`config.mk`:
```
export PLATFORM = sky130hd
export DESIGN_NAME = ram_burst_reader
export DESIGN_NICKNAME = d
export VERILOG_FILES = /design/src/rtl/ram_burst_reader.sv
export SDC_FILE = /design/constraint.sdc
export NUM_CORES = 1
export LEC_CHECK = 0
export ABC_AREA = 1
export CAP_MARGIN = 20
export CORE_MARGIN = 1
export CORE_UTILIZATION = 38
export CTS_CLUSTER_SIZE = 12
export DETAILED_ROUTE_END_ITERATION = 8
export HOLD_SLACK_MARGIN = 0.06
export PLACE_DENSITY = 0.85
export SLEW_MARGIN = 0
export SYNTH_ARGS = -nofsm -noshare
export SYNTH_HDL_FRONTEND = slang
export SYNTH_SLANG_ARGS = --single-unit
```
`constraint.sdc`:
```
create_clock -name rclk -period 1.1 [get_ports rclk]
set_input_delay 0.11 -clock rclk [delete_from_list [all_inputs] [get_ports rclk]]
set_output_delay 0.11 -clock rclk [all_outputs]
set_load 0.005 [all_outputs]
```
`src/rtl/ram_burst_reader.sv`:
```
// Burst reader: fetches len consecutive words from a combinational-read RAM
// starting at start_addr (wrapping modulo depth) and streams them out on a
// valid/ready interface with a final-word marker and a completion pulse.
module ram_burst_reader #(
  parameter int unsigned DATAWIDTH = 16,
  parameter int unsigned ASIZE     = 3
) (
  input  logic                 rclk,
  input  logic                 rrst,
  input  logic                 start,
  input  logic [ASIZE-1:0]     start_addr,
  input  logic [ASIZE:0]       len,
  output logic                 busy,
  output logic                 done,
  output logic                 ren,
  output logic [ASIZE-1:0]     raddr,
  input  logic [DATAWIDTH-1:0] rdata,
  output logic                 m_valid,
  output logic [DATAWIDTH-1:0] m_data,
  output logic                 m_last,
  input  logic                 m_ready
);

  localparam int unsigned LW = ASIZE + 1;

  typedef enum logic [1:0] {
    IDLE  = 2'd0,
    READ  = 2'd1,
    DRAIN = 2'd2
  } state_t;

  state_t               state, state_nxt;
  logic [ASIZE-1:0]     addr, addr_nxt;
  logic [LW-1:0]        remaining, rem_nxt;
  logic [DATAWIDTH-1:0] data_nxt;
  logic                 valid_nxt;
  logic                 last_nxt;
  logic                 done_nxt;

  assign busy  = (state != IDLE);
  assign raddr = addr;

  // State and datapath registers with synchronous reset that aborts any burst
  always_ff @(posedge rclk) begin
    if (rrst) begin
      state     <= IDLE;
      addr      <= '0;
      remaining <= '0;
      m_data    <= '0;
      m_valid   <= 1'b0;
      m_last    <= 1'b0;
      done      <= 1'b0;
    end else begin
      state     <= state_nxt;
      addr      <= addr_nxt;
      remaining <= rem_nxt;
      m_data    <= data_nxt;
      m_valid   <= valid_nxt;
      m_last    <= last_nxt;
      done      <= done_nxt;
    end
  end

  // Next-state, datapath loads and the RAM read enable for the current cycle
  always_comb begin
    state_nxt = state;
    addr_nxt  = addr;
    rem_nxt   = remaining;
    data_nxt  = m_data;
    valid_nxt = m_valid;
    last_nxt  = m_last;
    done_nxt  = 1'b0;
    ren       = 1'b0;
    case (state)
      IDLE: begin
        if (start) begin
          if (len != '0) begin
            addr_nxt  = start_addr;
            rem_nxt   = len;
            state_nxt = READ;
          end else begin
            // Empty burst: nothing to read, just signal completion
            done_nxt = 1'b1;
          end
        end
      end
      READ: begin
        // Output register free or being emptied this cycle: capture next word
        if (!m_valid || m_ready) begin
          ren       = 1'b1;
          data_nxt  = rdata;
          valid_nxt = 1'b1;
          last_nxt  = (remaining == LW'(1));
          addr_nxt  = addr + ASIZE'(1);
          rem_nxt   = remaining - LW'(1);
          if (remaining == LW'(1)) state_nxt = DRAIN;
        end
      end
      DRAIN: begin
        // Final word is held until downstream accepts it
        if (m_valid && m_ready) begin
          valid_nxt = 1'b0;
          last_nxt  = 1'b0;
          done_nxt  = 1'b1;
          state_nxt = IDLE;
        end
      end
      default: state_nxt = IDLE;
    endcase
  end

endmodule

```
-- Word-level counts from Yosys, hierarchy flattened
Index checks and enable logic that the tools add are counted.
- register bits: 28
- latch bits: 0
- bits in writable memories: 0
- memory bits (read-only): 0
- bits of input ports: 27
- output and inout bits: 24
- word-level logic and storage cells: 54
- memories: 0
- add/subtract/negate cells: 2
- multiply operators: 0
- div/mod/pow operators: 0
- magnitude comparators: 0
- equality and inequality tests: 8
- shifts and indexed selects: 0
- multiplexer cells: 25
- bitwise operators: 0
- reduce and logical (&&, ||, !) cells: 12
- operator list (kind ; count):
    two-way mux 4 bit ; 3
    two-way mux 2 bit ; 5
    != test 2 bit, second input constant ; 5
    two-way mux 3 bit ; 3
    two-way mux 1 bit ; 8
    case mux 4 bit (2 select lines) ; 1
    case mux 1 bit (2 select lines) ; 3
    case mux 2 bit (3 select lines) ; 1
    case mux 3 bit (2 select lines) ; 1
    nonzero test 2 bit ; 3
    AND reduction 5 bit ; 1
    equality test 4 x 1 -> 1 bit, second input constant ; 1
    AND reduction 4 bit ; 1
    nonzero test 4 bit ; 1
    subtractor 4 x 1 -> 4 bit, second input constant ; 1
    adder 3 x 1 -> 3 bit, second input constant ; 1
    AND reduction 3 bit ; 1
    equality test 2 x 1 -> 1 bit, second input constant ; 1
    equality test 2 bit, second input constant ; 1
    zero test 2 bit ; 1
    AND reduction 2 bit ; 1
    logical AND 1 bit ; 1
    zero test 1 bit ; 1
    logical OR 1 bit ; 1

-- Logic depth before layout (Yosys ltp)
Gate-level depths: netlist of the first run.
- depth in word-level cells: 4
- depth in mapped cells: 10
- mapped depth without buffers: 10

-- Worst setup path before layout of the first run
OpenSTA, ideal clock, no wires.
- path kind: reg2reg
- start: register state[0]
- end: register addr[1] (netlist: raddr[1])
- setup time: 0.116 ns
- data arrival time: 1.018 ns
- required time: 0.984 ns
- slack: -0.034 ns
- cell stages (with the launch flop): 7
- path buffers: 0
- period minus slack after synthesis: 1.134 ns
- cell sequence: dfxtp_1 > nor2_2 > nand2_1 > nand2_1 > nand3_2 > o21ai_0 > nor2_1
- cells in the longest elaborated chain, start to end: 3
- elaborated cells on any way between the ends: 8
- classes of those cells: 4 x eq/ne; 1 x mux; 3 x reduce/logical
- ends and longest elaborated chain (item ; line ; RTL):
    start, declared ; 32 ; state_t state, state_nxt;
    start signal, assigned ; 54 ; state <= state_nxt;
    equality test 2 x 1 -> 1 bit / zero test 2 bit (equally long branches) ; 74 ; case (state)
    != test 2 bit (no source line) / nonzero test 2 bit (equally long branches) ; - ;
    AND reduction 4 bit (no source line) ; - ;
    end signal, assigned ; 55 ; addr <= addr_nxt;
    end, declared ; 33 ; logic [ASIZE-1:0] addr, addr_nxt;
Parallel ways exist; a longest one is shown, timed or not.
A chain may end at the register's enable or synchronous reset.

-- Worst setup path after layout of the first run
- start: register state[1]
- end: register state[0]
- cells in the longest elaborated chain, start to end: 3
- elaborated cells on any way between the ends: 10
- classes of those cells: 7 x eq/ne; 1 x mux; 2 x reduce/logical
- ends and longest elaborated chain (item ; line):
    equality test 2 x 1 -> 1 bit, or another cell as far along ; 74
    != test 2 bit (no source line) ; -
    AND reduction 5 bit (no source line) ; -
Parallel ways exist; a longest one is shown, timed or not.

==> results by group, run 1 <==
CTS
  • Clock Pin Slew Worst Setup and Hold Paths: 0.17 ns
  • CTS tree: built
  • Worst-Skew Late Latency: 0.36 ns
  • # clock sinks: 28
  • H-tree depth: 1
  • Max Root-Sink Buffers: 2
  • Hold-fix buffers at CTS: 0
  • TritonCTS Buffers: 3
  • Root Driver: clkbuf_4

Pwr
  • Power per cell area: 2670 mW/mm²
  • Logic pwr share: 62.1%
  • Tot Pwr: 6650 µW
  • Sw Share: 41.5%
  • Flop pwr share: 26.9%
  • Clock Power Share: 11.0%
  • Leakage: 0.00110 µW
  • Internal power: 3900 µW
  • Switching Power: 2760 µW
  • Peak VDD IR: 0.00136 V

Floorplan
  • Starting Density: 41.3%
  • Number of cell rows: 20
  • Die Y: 60.3 µm
  • Core Area: 0.00313 mm²
  • I/O pin total: 51
  • Die width: 60.3 µm
  • Die area: 0.00363 mm²

Logic synthesis
  • Part of the Yosys area used for sequential elements: 43.4%
  • Xor and xnor area share after synthesis: 0.678%
  • Syn nets: 211
  • Main combinational cell family by area after synthesis: simple AND/OR/NAND/NOR gates
  • Ys Warns: 0
  • Post-Syn Instances: 181
  • Seq cells post-synth: 28
  • Syn_area_per_cell: 7.13 µm²
  • Mapped cell area: 0.00129 mm²
  • Synth Area in Adders: 2.91%
  • Mux cell area share after synthesis: 0%
  • Number of library cell types mapped by synthesis: 25
  • Post-synthesis compound-gate area fraction: 13.4%
  • Post-Synth Simple-Gate Area: 32.7%

Finish
  • Multi-input logic area: 851 µm²
  • Filler cell count in the final layout: 191
  • Area growth, synth to finish: 93.0%
  • Share of cells above drive strength 1: 45.6%
  • Ant. Diodes: 0
  • Nets@finish: 301
  • Sequential cell area: 592 µm²

Placement
  • Number of port buffers: 50
  • Placer Congestion: 0.812
  • Setup WS pre-CTS: -0.380 ns
  • Hpwl dp: 2530 µm

STA
  • Hold_ws: 0.319 ns
  • Final setup fails: 30
  • Slew HR: 75.3%
  • RSZ-0062 raised after global routing: yes
  • Fmax: 0.689 GHz
  • Crit share post-route: 132%
  • Final Hold Viols: 0
  • Worst-margin pin slew: 0.367 ns
  • Final max-slew violation count: 0
  • Final WS setup: -0.352 ns
  • Fin crit period: 1.45 ns
  • Final Skew: 0.00523 ns

Drt
  • WL/cell: 17.9 µm
  • Routed WL: 5630 µm
  • Antenna-violating nets left: 0
  • Met2 wire len: 2920 µm
  • Initial drt markers: 121
  • Wire length on met3: 451 µm
  • Uppermost layer routed: met4
  • # DRC: 0
  • Drt first pass iters: 4
  • Met1 WL: 1900 µm
  • DR vias: 1688
  • Vias per cell: 5.38

Setup path
  • CP max stage delay: 0.38 ns
  • CP max-delay cell: dfxtp_2
  • Crit path buf inv count: 4
  • CP top delay family: simple AND/OR/NAND/NOR gates
  • Worst Setup Path Type: flip-flop to flip-flop
  • Critical Path RT: 1.40 ns
  • Crit-path max FO: 3
  • Setup crit end kind: flip-flop
  • Worst-path cell chain: buf_6 -> inv_4 -> nand2_4 -> inv_4 -> buf_6 -> nand2_2 -> nand2_1 -> nor2_2 -> nand2_1 -> nand2_1 -> nand2_1 -> nor2_1
  • Data arrival, critical path: 1.75 ns
  • Worst setup SP type: flip-flop
  • Cell mode on critical path: nand2_1

Global routing
  • Initial antenna violation count: 0
  • First-pass GRT wire length: 6050 µm
  • Pin count of the biggest net entering global routing: 20
  • Vias in the first global route: 1447
  • Gr ovfl total: 0
  • Tot GR Track Use: 22.9%

Status
  • Violated checks: setup timing
  • Status: finished, violations left

Worst hold path
  • Min-Delay Path Class: input pin to flip-flop

Run
  • Max cap viols: 0
==> routing by layer <==
metal  global-route usage [%]  up-vias
met5                        0        -
met4                     13.6        0
met3                     3.68       42
met2                     41.4      129
met1                     24.6      762
li1                         -      755
==> repair_timing <==
action                     in CTS  in global routing
resized for setup              93                 73
buffers inserted               10                  3
setup endpoints to repair      52                 31
pin swaps                      21                 22
gates cloned                    0                  3
hold endpoints to repair        0                  0
==> cell usage in the layout, fill, tap and decap left out, drive strengths merged <==
| master | synthesis | final |
|---|---|---|
| inv | 12 | 12 |
| dfxtp | 28 | 28 |
| bufinv | 0 | 1 |
| nand4 | 1 | 1 |
| buf | 4 | 43 |
| a21oi | 5 | 5 |
| clkdlybuf4s50 | 0 | 26 |
| a211oi | 1 | 1 |
| clkbuf | 2 | 5 |
| xnor2 | 1 | 1 |
| clkdlybuf4s15 | 0 | 13 |
| nand2 | 34 | 34 |
| nand3 | 7 | 7 |
| ha | 3 | 3 |
| nor2 | 55 | 55 |
| dlygate4sd2 | 0 | 7 |
| or2 | 1 | 1 |
| o21ai | 27 | 27 |
==> metrics by stage <==
step	std cells	setup TNS, ns	utilization (%)	instance area, µm²
global route	314	-7.40	79.7	2490
finish	314	-5.57	79.7	2490
detailed placement	295	-7.53	64.2	2010
CTS	308	-2.79	69.8	2180
floorplan	181	-0.00359	-	1300
global placement	295	-6.84	64.2	2010
==> power groups by stage <==
stage / logic (µW) / clock network [µW] / registers (µW)
floorplan: 1330 / 0 / 1680
global placement: 2570 / 0 / 1640
detailed placement: 2650 / 0 / 1650
CTS: 2870 / 696 / 1670
global route: 4430 / 772 / 1830
finish: 4130 / 733 / 1790
==> worst min-delay path: cells and delay by family <==
family / cells / cell delay, ns
AOI/OAI and AO/OA: 1 / 0.12
buffers and inverters: 1 / 0.39
and+or+nand+nor: 1 / 0.05
==> flip-flops by register name, summed over array words and instances (netlist names) <==
| name | count |
|---|---|
| done | 1 |
| state | 2 |
| raddr | 3 |
| remaining | 4 |
| m_data | 16 |
| m_valid | 1 |
| m_last | 1 |
==> kinds of logic (layout without fill, tap and decap cells) <==
kind of cell | count (synthesis) | count (layout)
and+or+nand+nor | 98 | 98
AOI/OAI and AO/OA | 33 | 33
DFF | 28 | 28
xor gates and xnor gates | 1 | 1
buffers and inverters | 18 | 107
adders and majority gates | 3 | 3
==> synth_stat cells <==
library cell  instances  area share, %
nor2_4                1           0.87
nor2_1               53             15
a211oi_2              1           0.97
ha_1                  3            2.9
buf_1                 1           0.29
nand4_1               1           0.48
buf_6                 2            1.7
clkbuf_2              1           0.39
nand2_2               1           0.48
a21oi_1               5            1.9
nand2_1              30            8.7
clkbuf_1              1           0.29
xnor2_1               1           0.68
o21ai_1               1           0.39
nand3_1               6            2.3
buf_4                 1           0.58
nor2_2                1           0.48
dfxtp_1              28             43
nand2_4               3            2.6
o21ai_0              26             10
inv_4                 1           0.48
inv_1                 9            2.6
or2_2                 1           0.48
inv_2                 2           0.58
nand3_2               1           0.78
==> worst paths after layout <==
path	from	endpoint	slack, ns	depth (start not counted)
max	state[1]$_SDFFE_PP0P_	state[0]$_SDFFE_PP0P_	-0.35	12
min reg2reg	m_data[9]$_SDFFE_PP0P_	m_data[9]$_SDFFE_PP0P_	0.49	2
min	rdata[15]	m_data[15]$_SDFFE_PP0P_	0.32	3
max reg2reg	state[1]$_SDFFE_PP0P_	state[0]$_SDFFE_PP0P_	-0.35	12
==> layout make-up <==
cell class / count / area share, %
Timing Repair Buffer: 91 / 35.6
Multi-Input combinational cell: 135 / 34.1
Sequential cell: 28 / 23.7
Inverter: 12 / 2.21
Tap cell: 44 / 2.21
Clock inverter: 1 / 1.20
Clock buffer: 3 / 0.904
Note: power is estimated with default switching activity, not from simulation.
==> run 2, diff against run 1 <==
--- a/config.mk
+++ b/config.mk
@@ -6,10 +6,10 @@
 export NUM_CORES = 1
 export LEC_CHECK = 0
 export ABC_AREA = 1
+export ABC_CLOCK_PERIOD_IN_PS = 1100
 export CAP_MARGIN = 20
 export CORE_MARGIN = 1
 export CORE_UTILIZATION = 38
-export CTS_CLUSTER_SIZE = 12
 export DETAILED_ROUTE_END_ITERATION = 8
 export HOLD_SLACK_MARGIN = 0.06
 export PLACE_DENSITY = 0.85
==> results of run 2 <==
No change in the layout: final DEF, timing and power equal those of run 1.
